File: src/rtl/fetch_queue_if.sv
// Fetch/decode-side signal bundle for fetch_queue.
// master: the queue itself; slave: the fetch stage plus decode around it.
interface fetch_queue_if #(
  parameter int unsigned XLEN   = 32,
  parameter int unsigned ADDR_W = 2
);
  logic [XLEN-1:0]   fetch_instr_in;
  logic [XLEN-1:0]   fetch_pc_in;
  logic [1:0]        pc_op_out;
  logic [XLEN-1:0]   pc_load_out;
  logic              redirect_in;
  logic [XLEN-1:0]   redirect_pc_in;
  logic              dec_valid_out;
  logic              dec_ready_in;
  logic [XLEN-1:0]   dec_instr_out;
  logic [XLEN-1:0]   dec_pc_out;
  logic [ADDR_W:0]   count_out;

  modport master (
    input  fetch_instr_in, fetch_pc_in, redirect_in, redirect_pc_in, dec_ready_in,
    output pc_op_out, pc_load_out, dec_valid_out, dec_instr_out, dec_pc_out, count_out
  );

  modport slave (
    output fetch_instr_in, fetch_pc_in, redirect_in, redirect_pc_in, dec_ready_in,
    input  pc_op_out, pc_load_out, dec_valid_out, dec_instr_out, dec_pc_out, count_out
  );
endinterface

File: src/rtl/fetch_queue.sv
// Instruction buffer between fetch and decode. Captures {PC, instruction} pairs into a
// small FIFO, holds fetch when full, and flushes/redirects fetch on a taken branch/jump.
module fetch_queue #(
  parameter int unsigned XLEN   = 32,
  parameter int unsigned DEPTH  = 4,
  parameter int unsigned ADDR_W = 2
) (
  input logic            clk,
  input logic            rst,
  fetch_queue_if.master  bus
);
  localparam int unsigned PtrW = ADDR_W + 1;

  localparam logic [1:0] OpInc  = 2'b00;
  localparam logic [1:0] OpLoad = 2'b01;
  localparam logic [1:0] OpHold = 2'b10;

  logic [XLEN-1:0]   pc_mem    [DEPTH];
  logic [XLEN-1:0]   instr_mem [DEPTH];
  logic [PtrW-1:0]   rd_ptr, wr_ptr, count;
  logic [ADDR_W-1:0] rd_idx, wr_idx;
  logic              full, valid, push, pop;
  logic [1:0]        pc_op;

  assign rd_idx = rd_ptr[ADDR_W-1:0];
  assign wr_idx = wr_ptr[ADDR_W-1:0];
  assign full   = (count == PtrW'(DEPTH));
  assign valid  = (count != '0);

  // Fetch PC control: redirect wins, then hold when full, else keep incrementing.
  always_comb begin
    pc_op           = OpInc;
    bus.pc_load_out = '0;
    if (bus.redirect_in) begin
      pc_op           = OpLoad;
      bus.pc_load_out = bus.redirect_pc_in;
    end else if (full) begin
      pc_op = OpHold;
    end
  end

  assign bus.pc_op_out = pc_op;

  // An increment means fetch is leaving its current PC, so that pair is captured now.
  assign push = (pc_op == OpInc);
  assign pop  = valid & bus.dec_ready_in & ~bus.redirect_in;

  // Head entry presented to decode; reads zero when empty.
  always_comb begin
    bus.dec_valid_out = valid;
    bus.dec_instr_out = '0;
    bus.dec_pc_out    = '0;
    if (valid) begin
      bus.dec_instr_out = instr_mem[rd_idx];
      bus.dec_pc_out    = pc_mem[rd_idx];
    end
  end

  assign bus.count_out = count;

  // Pointer and occupancy state; a redirect flushes and suppresses both push and pop.
  always_ff @(posedge clk or posedge rst) begin
    if (rst) begin
      rd_ptr <= '0;
      wr_ptr <= '0;
      count  <= '0;
    end else if (bus.redirect_in) begin
      rd_ptr <= '0;
      wr_ptr <= '0;
      count  <= '0;
    end else begin
      if (push) wr_ptr <= wr_ptr + 1'b1;
      if (pop)  rd_ptr <= rd_ptr + 1'b1;
      if (push && !pop)      count <= count + 1'b1;
      else if (pop && !push) count <= count - 1'b1;
    end
  end

  // Entry storage; push never targets a live entry because fetch is held when full.
  always_ff @(posedge clk or posedge rst) begin
    if (rst) begin
      for (int i = 0; i < int'(DEPTH); i++) begin
        pc_mem[i]    <= '0;
        instr_mem[i] <= '0;
      end
    end else if (push) begin
      pc_mem[wr_idx]    <= bus.fetch_pc_in;
      instr_mem[wr_idx] <= bus.fetch_instr_in;
    end
  end
endmodule
File: src/flat_wrapper.sv
// flat-port wrapper written by rule: the top's interface ports become plain ports
module fetch_queue_flat 
#(
  parameter int unsigned XLEN   = 32,
  parameter int unsigned DEPTH  = 4,
  parameter int unsigned ADDR_W = 2
)
  (clk, rst, bus_fetch_instr_in, bus_fetch_pc_in, bus_redirect_in, bus_redirect_pc_in, bus_dec_ready_in, bus_pc_op_out, bus_pc_load_out, bus_dec_valid_out, bus_dec_instr_out, bus_dec_pc_out, bus_count_out);
  fetch_queue_if #(.XLEN(XLEN), .ADDR_W(ADDR_W)) bus_i ();
  input logic clk;
  input logic rst;
  input wire logic [$bits(bus_i.fetch_instr_in)-1:0] bus_fetch_instr_in;
  input wire logic [$bits(bus_i.fetch_pc_in)-1:0] bus_fetch_pc_in;
  input wire logic [$bits(bus_i.redirect_in)-1:0] bus_redirect_in;
  input wire logic [$bits(bus_i.redirect_pc_in)-1:0] bus_redirect_pc_in;
  input wire logic [$bits(bus_i.dec_ready_in)-1:0] bus_dec_ready_in;
  output wire logic [$bits(bus_i.pc_op_out)-1:0] bus_pc_op_out;
  output wire logic [$bits(bus_i.pc_load_out)-1:0] bus_pc_load_out;
  output wire logic [$bits(bus_i.dec_valid_out)-1:0] bus_dec_valid_out;
  output wire logic [$bits(bus_i.dec_instr_out)-1:0] bus_dec_instr_out;
  output wire logic [$bits(bus_i.dec_pc_out)-1:0] bus_dec_pc_out;
  output wire logic [$bits(bus_i.count_out)-1:0] bus_count_out;
  assign bus_i.fetch_instr_in = bus_fetch_instr_in;
  assign bus_i.fetch_pc_in = bus_fetch_pc_in;
  assign bus_i.redirect_in = bus_redirect_in;
  assign bus_i.redirect_pc_in = bus_redirect_pc_in;
  assign bus_i.dec_ready_in = bus_dec_ready_in;
  assign bus_pc_op_out = bus_i.pc_op_out;
  assign bus_pc_load_out = bus_i.pc_load_out;
  assign bus_dec_valid_out = bus_i.dec_valid_out;
  assign bus_dec_instr_out = bus_i.dec_instr_out;
  assign bus_dec_pc_out = bus_i.dec_pc_out;
  assign bus_count_out = bus_i.count_out;
  fetch_queue #(.XLEN(XLEN), .DEPTH(DEPTH), .ADDR_W(ADDR_W)) u_core (.clk(clk), .rst(rst), .bus(bus_i));
endmodule
File: config.mk
export PLATFORM = sky130hd
export DESIGN_NAME = fetch_queue_flat
export DESIGN_NICKNAME = d
export VERILOG_FILES = /design/src/rtl/fetch_queue_if.sv /design/src/rtl/fetch_queue.sv /design/src/flat_wrapper.sv
export SDC_FILE = /design/constraint.sdc
export NUM_CORES = 1
export LEC_CHECK = 0
export ABC_AREA = 1
export BUFFER_PORTS_ARGS = -buffer_cell sky130_fd_sc_hd__buf_2
export CAP_MARGIN = 20
export CORE_UTILIZATION = 30
export DETAILED_ROUTE_END_ITERATION = 10
export PLACE_DENSITY_LB_ADDON = 0.3
export SLEW_MARGIN = 20
export SYNTH_ARGS = -nofsm -noshare
export SYNTH_HDL_FRONTEND = slang
export SYNTH_SLANG_ARGS = --single-unit
export TNS_END_PERCENT = 10
File: constraint.sdc
create_clock -name clk -period 15.9 [get_ports clk]
set_clock_uncertainty 0.2 [all_clocks]
set_input_delay 3.18 -clock clk [delete_from_list [all_inputs] [get_ports clk]]
set_output_delay 3.18 -clock clk [all_outputs]
set_load 0.02 [all_outputs]
======== Word-level counts from Yosys, hierarchy flattened ========
Cells that the tools add are included.
storage, ports and cells
  register bits ........................... 265
  input bits .............................. 100
cells by class
  $add $sub $neg .......................... 4
  $lt $le $gt $ge ......................... 3
  equal/unequal tests ..................... 1
  muxes and demuxes ....................... 22
  bitwise logic cells ..................... 5
  reduce and logical (&&, ||, !) cells .... 10
operator list
  kind                                                                  count
  128-bit bitwise mux                                                   2
  32-bit two-way mux                                                    8
  32-bit binary-select mux with 2-bit select                            2
  32-bit demux with 2-bit select                                        1
  3-bit two-way mux                                                     7
  3-bit by 1-bit adder with 3-bit output, second input constant         3
  3-bit greater-or-equal comparator, second input constant              2
  2-bit inverter with 3-bit output                                      2
  3-bit nonzero test                                                    2
  2-bit two-way mux                                                     2
  2-bit nonzero test                                                    2
  3-bit == test, second input constant                                  1
  1-bit logical AND                                                     3
  3-bit by 1-bit < comparator with 1-bit output, second input constant  1
  3-bit by 1-bit subtractor with 3-bit output, second input constant    1
  1-bit bitwise AND                                                     2
  1-bit zero test                                                       2
  2-bit zero test                                                       1
  1-bit inverter                                                        1

======== Logic depth before layout (Yosys ltp) ========
Gate-level depths: netlist (run 1).
  depth in word-level cells ............... 9
  gate-level depth with buffers ........... 11
  gate-level depth less buffers ........... 10

======== Worst setup path before layout (run 1) ========
OpenSTA, ideal clock, no wires.
  kind .................................... input-to-output
  start ................................... input bus_redirect_in
  end ..................................... output bus_pc_load_out[10]
  data arrival time ....................... 3.857 ns
  slack ................................... 8.663 ns
  stages on the path ...................... 4
  path buffers ............................ 2
  cells stage by stage .................... buf_2 clkbuf_1 nand2_1 inv_1
on the way
  longest elaborated chain between the ends .. 1
ends and longest elaborated chain
  what                RTL line            RTL
  start, declared     flat_wrapper.sv:14  input wire logic [$bits(bus_i.redirect_in)-1:0] bus_redirect_in;
  32-bit two-way mux  fetch_queue.sv:34   if (bus.redirect_in) begin
  end, declared       flat_wrapper.sv:18  output wire logic [$bits(bus_i.pc_load_out)-1:0] bus_pc_load_out;
No other way between the ends.

======== Final worst setup path (run 1) ========
  start ................................... input bus_redirect_in
  end ..................................... output bus_pc_op_out[1]
on the way
  longest elaborated chain between the ends .. 1
ends and longest elaborated chain
  what               RTL line            RTL
  2-bit two-way mux  fetch_queue.sv:34
  end, declared      flat_wrapper.sv:17  output wire logic [$bits(bus_i.pc_op_out)-1:0] bus_pc_op_out;
No other way between the ends.

==> reports/metrics.cfg, run 1 <==
[outcome]
status = complete, no violations

[critical_path]
cp-startpoint = bus_redirect_in
crit_fanout = 38
cp-end-kind = output port
required_ns = 12.52
rr_startpoint = u_core.wr_ptr[0]
cp-start-kind = input port
path_class = in2out
arrival_ns = 4.03

[placement]
gp_congestion = 0.822
dpl.hpwl_microns = 17900
port_buffers = 201

[clock_tree]
clock_path_buffers = 3
clock_sinks = 263
cts_made_buffers = 30
cts_setup_buffers = 0
cts_tree = done
postCtsHoldBufs = 0
path_clk_slew_ns = 0.06
cts_resized = 0
htreeDepth = 1
cts_root_buf = clkbuf_16
clock_latency_ns = 0.57

[logic_synthesis]
syn_area_per_cell_sq_um = 9.41
synth_area_sq_um = 12300
synthFlopType = dfrtp_1
ys_seq_elements = 263
synth_top_cells_by_area = dfrtp_1, o21ai_0, a21oi_1, nand2_1, mux2_2
async_flop_share_pct = 100
ys_seq_area_share_pct = 53.4
synth_most_common_cell = dfrtp_1
synth.top_cell.area_share_pct = 53.4
yosysTopAreaCell = dfrtp_1
ys_warn_count = 0
syn-num-nets = 1416
synth_cell_types = 29
synthCells = 1311
yosys-top-cells-count = dfrtp_1, o21ai_0, nand2_1
synth_edf_count = 0

[sta]
final_hold_viol_count = 0
finalMaxSlewViolations = 0
finalCritPeriodShare_pct = 46.6
fmax_mhz = 135
slew_headroom_pct = 36.6
worst_pin_slew_ns = 0.951
grt_setup_unrepaired = false
period_minus_slack_ns = 7.41
finalSetupViolCount = 0
fin_tns_setup_ns = 0

[grt]
grt_pass1_vias = 9209
antenna_found_initial = 4
grtUsageTotal_pct = 14.8
overflow = 0
grt_first_pass_wirelength_microns = 49400
grt_max_degree = 125

[floorplan]
die_x_microns = 205
die_h_microns = 205
core_area_sq_um = 40100
start_util_pct = 30.8
ios = 202
die_area_sq_um = 41900
rows = 73

[detailed_routing]
drcViolationCount = 0
drt_iter0_markers = 570
met1Wirelength_microns = 14400
first_pass_iters = 5
ant_nets = 0
wl_per_cell_microns = 15.4
vias = 9613
avgViaCountPerCell = 4.78
dr_wl_met3_microns = 1850
wl_microns = 30900
top_layer_used = met5
dr_wl_met2_microns = 14100

[power_and_ir_drop]
power_mw = 2.89
p_per_area_nw_per_um2 = 198
leakage_nw = 6.78
peakVddDrop_mv = 0.0843

[flow_run]
drv_cap = 0

[finish]
num-nets-final = 1570
post-route-util_pct = 36.5
drive_gt1_share_pct = 22.9
area_growth_pct = 18.6

[min_path]
min_path_type = reg2reg
worstHoldStart = u_core.instr_mem[100]

-- placed cells by master (no fill, tap or decap), types with 6 or more instances in the layout --
master / count
o211ai_1: 39
clkbuf_16: 30
nand3_1: 8
nand2_1: 209
o21ai_0: 220
a21oi_1: 157
buf_2: 201
mux2_2: 66
clkbuf_8: 6
inv_1: 172
mux2_1: 60
clkbuf_1: 7
dfrtp_1: 261
buf_4: 14
-- per-stage QoR --
stage	cells	hold WS (ns)	area (sq um)	worst slack (ns)
floorplan	1311	0.252	12300	5.28
global placement	1957	0.261	13700	8.55
detailed placement	1957	0.270	13700	8.49
CTS	2008	0.283	14600	8.49
global route	2010	0.292	14600	8.33
finish	2010	0.277	14600	8.49
-- logic make-up (layout without fill, tap and decap cells) --
| group | count (synthesis) | in the layout | share of synthesized area, % |
|---|---|---|---|
| other | 0 | 1 | 0 |
| buffers and inverters | 270 | 443 | 9.11 |
| and+or+nand+nor | 226 | 226 | 7.37 |
| AOI/OAI and AO/OA | 419 | 419 | 17.8 |
| adders and majority gates | 5 | 5 | 0.568 |
| muxes | 128 | 128 | 11.7 |
| DFF | 263 | 263 | 53.4 |
-- per-layer routing --
metal | vias up | global-route usage [%]
li1 | 4644 | -
met3 | 51 | 3.12
met1 | 4674 | 20.0
met4 | 6 | 3.65
met2 | 238 | 23.9
met5 | - | 0
-- worst max-delay path, cell delays in order --
cell,delay (ns)
buf_2,0.48
nor2_1,0.16
buf_2,0.20
-- final cells by class --
| cell class | count | area (sq um) |
|---|---|---|
| Tap cell | 525 | 657 |
| Multi-Input combinational cell | 778 | 4640 |
| Clock inverter | 8 | 83.8 |
| Inverter | 176 | 672 |
| Antenna cell | 1 | 2.50 |
| Timing Repair Buffer | 216 | 1130 |
| Clock buffer | 43 | 860 |
| Fill cell | 4050 | 25500 |
| Sequential cell | 263 | 6590 |
-- power by group --
| group | switching (mW) | internal (mW) |
|---|---|---|
| clock | 0.280 | 0.389 |
| combinational | 0.685 | 0.405 |
| sequential | 0.133 | 1.00 |
-- flip-flops by register name, summed over array words and instances (netlist names) --
name,cells
u_core.rd_ptr,2
u_core.pc_mem,128
u_core.bus.count_out,3
u_core.wr_ptr,2
u_core.instr_mem,128
-- path summary, 6_finish.rpt --
path / end / cells past startpoint / slack (ns)
min reg2reg: u_core.instr_mem[100] / 1 / 0.28
min in group asynchronous: u_core.instr_mem[95] / 2 / 2.53
max reg2reg: u_core.pc_mem[104] / 6 / 13.25
max: bus_pc_op_out[1] / 3 / 8.49
min: u_core.instr_mem[100] / 1 / 0.28
max in group asynchronous: u_core.instr_mem[33] / 4 / 10.55
No activity file was read; power rests on OpenSTA's default activity.
==> run 2: changes to the inputs <==
- clock period: 15.9 -> 7.44 ns (I/O delays scaled with it)
==> run 2 against run 1 <==
First-iteration DRC count grew 12%. Combinational power grew 120%. Power grew 120%. Final cell count grew 0.25%. Worst setup slack lost 5.6 ns. Sequential power grew 110%. Global-route usage shrank 0.13 points. Cell area grew 0.84%. Clock power grew 130%. Die area is the same. Critical endpoint is now bus_dec_instr_out[9]. Largest cell class unchanged.
==> reports/metrics.cfg, run 2 (synthesized netlist as in run 1, its figures left out) <==
[finish]
fillers = 4061
area_growth_pct = 19.6
final_area_sq_um = 14800
layout_common_cells = dfrtp_1, o21ai_0, nand2_1
num-nets-final = 1569
drive_gt1_share_pct = 23.1
final_common_cell = dfrtp_1

[clock_tree]
path_clk_slew_ns = 0.06
postCtsHoldBufs = 0
clock_path_buffers = 3
cts_root_buf = clkbuf_16
cts_tree = done
clock_latency_ns = 0.56
cts_made_buffers = 30
htreeDepth = 1
cts_resized = 0
clock_sinks = 263
cts_setup_buffers = 0

[placement]
dpl.hpwl_microns = 18600
dp_slack_ns = 3.21
gp_congestion = 0.822
place_area_sq_um = 13700
port_buffers = 201

[sta]
finalMaxSlewViolations = 0
worst_pin_slew_ns = 1.10
grt_setup_unrepaired = false
layout_setup_ws_ns = 2.87
fmax_mhz = 219
finalCritPeriodShare_pct = 61.4
whs_ns = 0.279
finalSetupViolCount = 0
final_hold_viol_count = 0
fin_tns_setup_ns = 0
period_minus_slack_ns = 4.57
slew_headroom_pct = 26.4

[grt]
grtUsageTotal_pct = 14.7
grt_pass1_vias = 9400
grt_max_degree = 167
overflow = 0
grt_first_pass_wirelength_microns = 49800
antenna_found_initial = 7

[critical_path]
path_class = reg2out
cp-end-kind = output port
arrival_ns = 2.88
crit_buf_inv = 2
cp-start-kind = flop
crit_fanout = 27
path_delay_family = buffers and inverters
slowest_stage = clkinv_1
crit_top_cell = a21oi_1
crit_chain = clkinv_1, a21oi_1, o21ai_0, a21oi_1, buf_2
slowest_delay_ns = 0.78
required_ns = 5.75

[detailed_routing]
drcViolationCount = 0
wl_microns = 30700
vias = 9632
dr_wl_met2_microns = 14100
top_layer_used = met5
met1Wirelength_microns = 14300
wl_per_cell_microns = 15.2
dr_wl_met3_microns = 1660
first_pass_iters = 5
drt_iter0_markers = 638
avgViaCountPerCell = 4.78
ant_nets = 0

[power_and_ir_drop]
leakage_nw = 6.84
peakVddDrop_mv = 0.284
power_mw = 6.30
p_per_area_nw_per_um2 = 427

[outcome]
status = complete, no violations

[floorplan]
die_area_sq_um = 41900
die_h_microns = 205
start_util_pct = 30.8
ios = 202
rows = 73
die_x_microns = 205
core_area_sq_um = 40100

[flow_run]
drv_cap = 0

[min_path]
min_path_type = reg2reg

run 2: per-layer routing:
layer  up-vias  track usage, %
li1       4648               -
met1      4669            19.9
met2       253            24.0
met3        52            2.77
met4        10            3.41
met5         -               0
run 2: worst paths after layout:
kind,start,end,slack [ns],cells after the start
hold / removal,u_core.instr_mem[126],u_core.instr_mem[126],0.28,1
min in group asynchronous,rst,u_core.pc_mem[68],0.77,2
setup reg to reg,u_core.bus.count_out[2],u_core.pc_mem[66],4.65,5
hold reg to reg,u_core.instr_mem[126],u_core.instr_mem[126],0.28,1
max in group asynchronous,rst,u_core.rd_ptr[0],4.87,3
setup / recovery,u_core.rd_ptr[1],bus_dec_instr_out[9],2.87,5
run 2: power breakdown:
| group | leakage (nW) | switching (mW) | internal [mW] |
|---|---|---|---|
| registers | 3.17 | 0.261 | 2.14 |
| clock network | 0.522 | 0.589 | 0.948 |
| logic | 3.15 | 1.50 | 0.867 |
run 2: per-stage QoR:
step | utilization [%] | cells
after floorplan | - | 1311
after global placement | 34.1 | 1956
after detailed placement | 34.1 | 1956
after CTS | 36.7 | 2012
after global routing | 36.8 | 2013
final | 36.8 | 2015
run 2: cell type report:
| class | count | area (sq um) | share of cell area, % |
|---|---|---|---|
| inverter | 176 | 667 | 4.52 |
| sequential | 263 | 6590 | 44.7 |
| clock buffer | 51 | 970 | 6.57 |
| antenna | 2 | 5.00 | 0.0339 |
| clock inverter | 5 | 86.3 | 0.585 |
| tap | 525 | 657 | 4.45 |
| timing repair buffer | 215 | 1140 | 7.75 |
| multi-input combinational | 778 | 4640 | 31.4 |
run 2: worst register-to-register path: cells and delay by family, from the launching register on:
family	cells	cell delay, ns
and+or+nand+nor	3	0.90
buffers and inverters	1	0.80
DFF	1	0.48
AOI/OAI and AO/OA	1	0.26
==> run 3: changes to the inputs <==
- clock period: 7.44 -> 4.5 ns (I/O delays scaled with it)
==> run 3 against run 2 <==
Flip-flop and latch count stayed put. Power is 65% higher. Sequential share of layout area decreased by 0.23 points. Cell area up 0.52%. Critical path type unchanged. Non-clock buffer count rose by 6. Via count is 0.16% higher. Register-to-register slack got worse by 2.5 ns. Worst setup slack got worse by 2.2 ns. Clock power rose by 60%. Global-route usage grew 0.13 points. Clock-buffer cell count decreased by 6.
==> reports/metrics.cfg, run 3 (synthesized netlist as in run 1, its figures left out) <==
[outcome]
status = complete, no violations

[clock_tree]
clock_latency_ns = 0.56
cts_root_buf = clkbuf_16
path_clk_slew_ns = 0.06
clock_path_buffers = 3
cts_tree = done
htreeDepth = 1
postCtsHoldBufs = 0
cts_resized = 0
clock_sinks = 263
cts_made_buffers = 31
cts_setup_buffers = 0

[critical_path]
cp-end-kind = output port
path_class = reg2out
r2r_cells = 7
rrSetupSlack_ns = 2.19
crit_fanout = 78
rr_endpoint = u_core.instr_mem[59]
cp-start-kind = flop
required_ns = 3.40
rr_startpoint = u_core.bus.count_out[2]
arrival_ns = 2.74

[power_and_ir_drop]
leakage_nw = 6.86
peakVddDrop_mv = 0.325
power_mw = 10.4
p_per_area_nw_per_um2 = 702

[detailed_routing]
vias = 9647
avgViaCountPerCell = 4.77
ant_nets = 0
first_pass_iters = 5
drcViolationCount = 0
wl_microns = 30600
drt_iter0_markers = 508
wl_per_cell_microns = 15.1

[grt]
grtUsageTotal_pct = 14.8
grt_max_degree = 129
grt_first_pass_wirelength_microns = 50100
grt_use_met1_pct = 19.2
grt_use_met3_pct = 3.07
grtUsageMet2_pct = 25.0
overflow = 0
antenna_found_initial = 5
gr-max-usage-layer = met2
grt_pass1_vias = 9698

[sta]
grt_setup_unrepaired = false
fmax_mhz = 261
finalSetupViolCount = 0
slew_headroom_pct = 32.7
whs_ns = 0.212
finalMaxSlewViolations = 0
period_minus_slack_ns = 3.84
worst_pin_slew_ns = 1.01
finalCritPeriodShare_pct = 85.3
final_hold_viol_count = 0

[finish]
final_area_sq_um = 14800
drive_gt1_share_pct = 23.4
num-nets-final = 1576
layout_common_cells = dfrtp_1, o21ai_0, nand2_1
final_common_cell = dfrtp_1
area_growth_pct = 20.2

[placement]
dpl.hpwl_microns = 19100
port_buffers = 201
gp_congestion = 0.847
place_area_sq_um = 13800

[min_path]
min_path_type = in2async

[floorplan]
rows = 73
die_x_microns = 205
ios = 202
die_area_sq_um = 41900
start_util_pct = 30.8
die_h_microns = 205
core_area_sq_um = 40100

[flow_run]
drv_cap = 0

## run 3: cell types whose count changed in the layout (fill, tap and decap cells not counted)
| cell | before | now |
|---|---|---|
| buf_12 | 1 | 9 |
| clkbuf_1 | 7 | 8 |
| buf_16 | 1 | 0 |
| clkbuf_8 | 14 | 6 |
| clkinv_2 | 2 | 5 |
| clkinv_8 | 1 | 0 |
| inv_6 | 0 | 1 |
| buf_4 | 12 | 11 |
| clkinv_4 | 0 | 2 |
| clkbuf_16 | 30 | 31 |
| clkinvlp_4 | 1 | 2 |
## run 3: how the worst max path moves through the flow
| stage | start | endpoint | slack (ns) | depth (start not counted) |
|---|---|---|---|---|
| global placement | u_core.rd_ptr[1] | bus_dec_instr_out[0] | 1.23 | 4 |
| floorplan | rst | u_core.bus.count_out[0] | -0.07 | 1 |
| CTS | u_core.rd_ptr[1] | bus_dec_instr_out[0] | 0.59 | 4 |
| global route | u_core.rd_ptr[1] | bus_dec_pc_out[16] | 0.47 | 4 |
| finish | u_core.rd_ptr[1] | bus_dec_pc_out[16] | 0.66 | 4 |
| detailed placement | u_core.rd_ptr[1] | bus_dec_instr_out[0] | 1.22 | 4 |
## run 3: routing by layer
layer | share of wire [%] | vias to the layer above | wire (microns)
met5 | 0.11 | - | 35
met4 | 1.7 | 6 | 525
met3 | 5.8 | 44 | 1780
met2 | 47 | 239 | 14400
met1 | 45 | 4691 | 13900
li1 | - | 4667 | -
## run 3: layout make-up
cell class                 instances  area (sq um)
fill                            4025         25300
sequential                       263          6590
multi-input combinational        778          4640
timing repair buffer             221          1270
clock buffer                      45           888
inverter                         176           667
tap                              525           657
clock inverter                    11           119
antenna                            2          5.00
## run 3: where the power goes
part,total (mW),switching (mW),internal (mW)
logic,3.94,2.46,1.48
clock network,2.47,0.993,1.48
registers,4.00,0.457,3.54
total,10.4,3.91,6.50
## run 3: worst max-delay path, cell delays in order, from the launching register on
cell	delay (ns)
dfrtp_4	0.63
buf_4	0.72
o211ai_1	0.19
a21oi_1	0.27
buf_2	0.21
## run 3: per-stage QoR
stage | util, % | setup WS (ns) | TNS [ns] | cells
final | 37.0 | 0.662 | 0 | 2021
after global routing | 37.0 | 0.469 | 0 | 2019
after CTS | 37.0 | 0.592 | 0 | 2019
after detailed placement | 34.5 | 1.22 | 0 | 1963
after global placement | 34.4 | 1.23 | 0 | 1962
after floorplan | - | -0.0695 | -18.29 | 1311
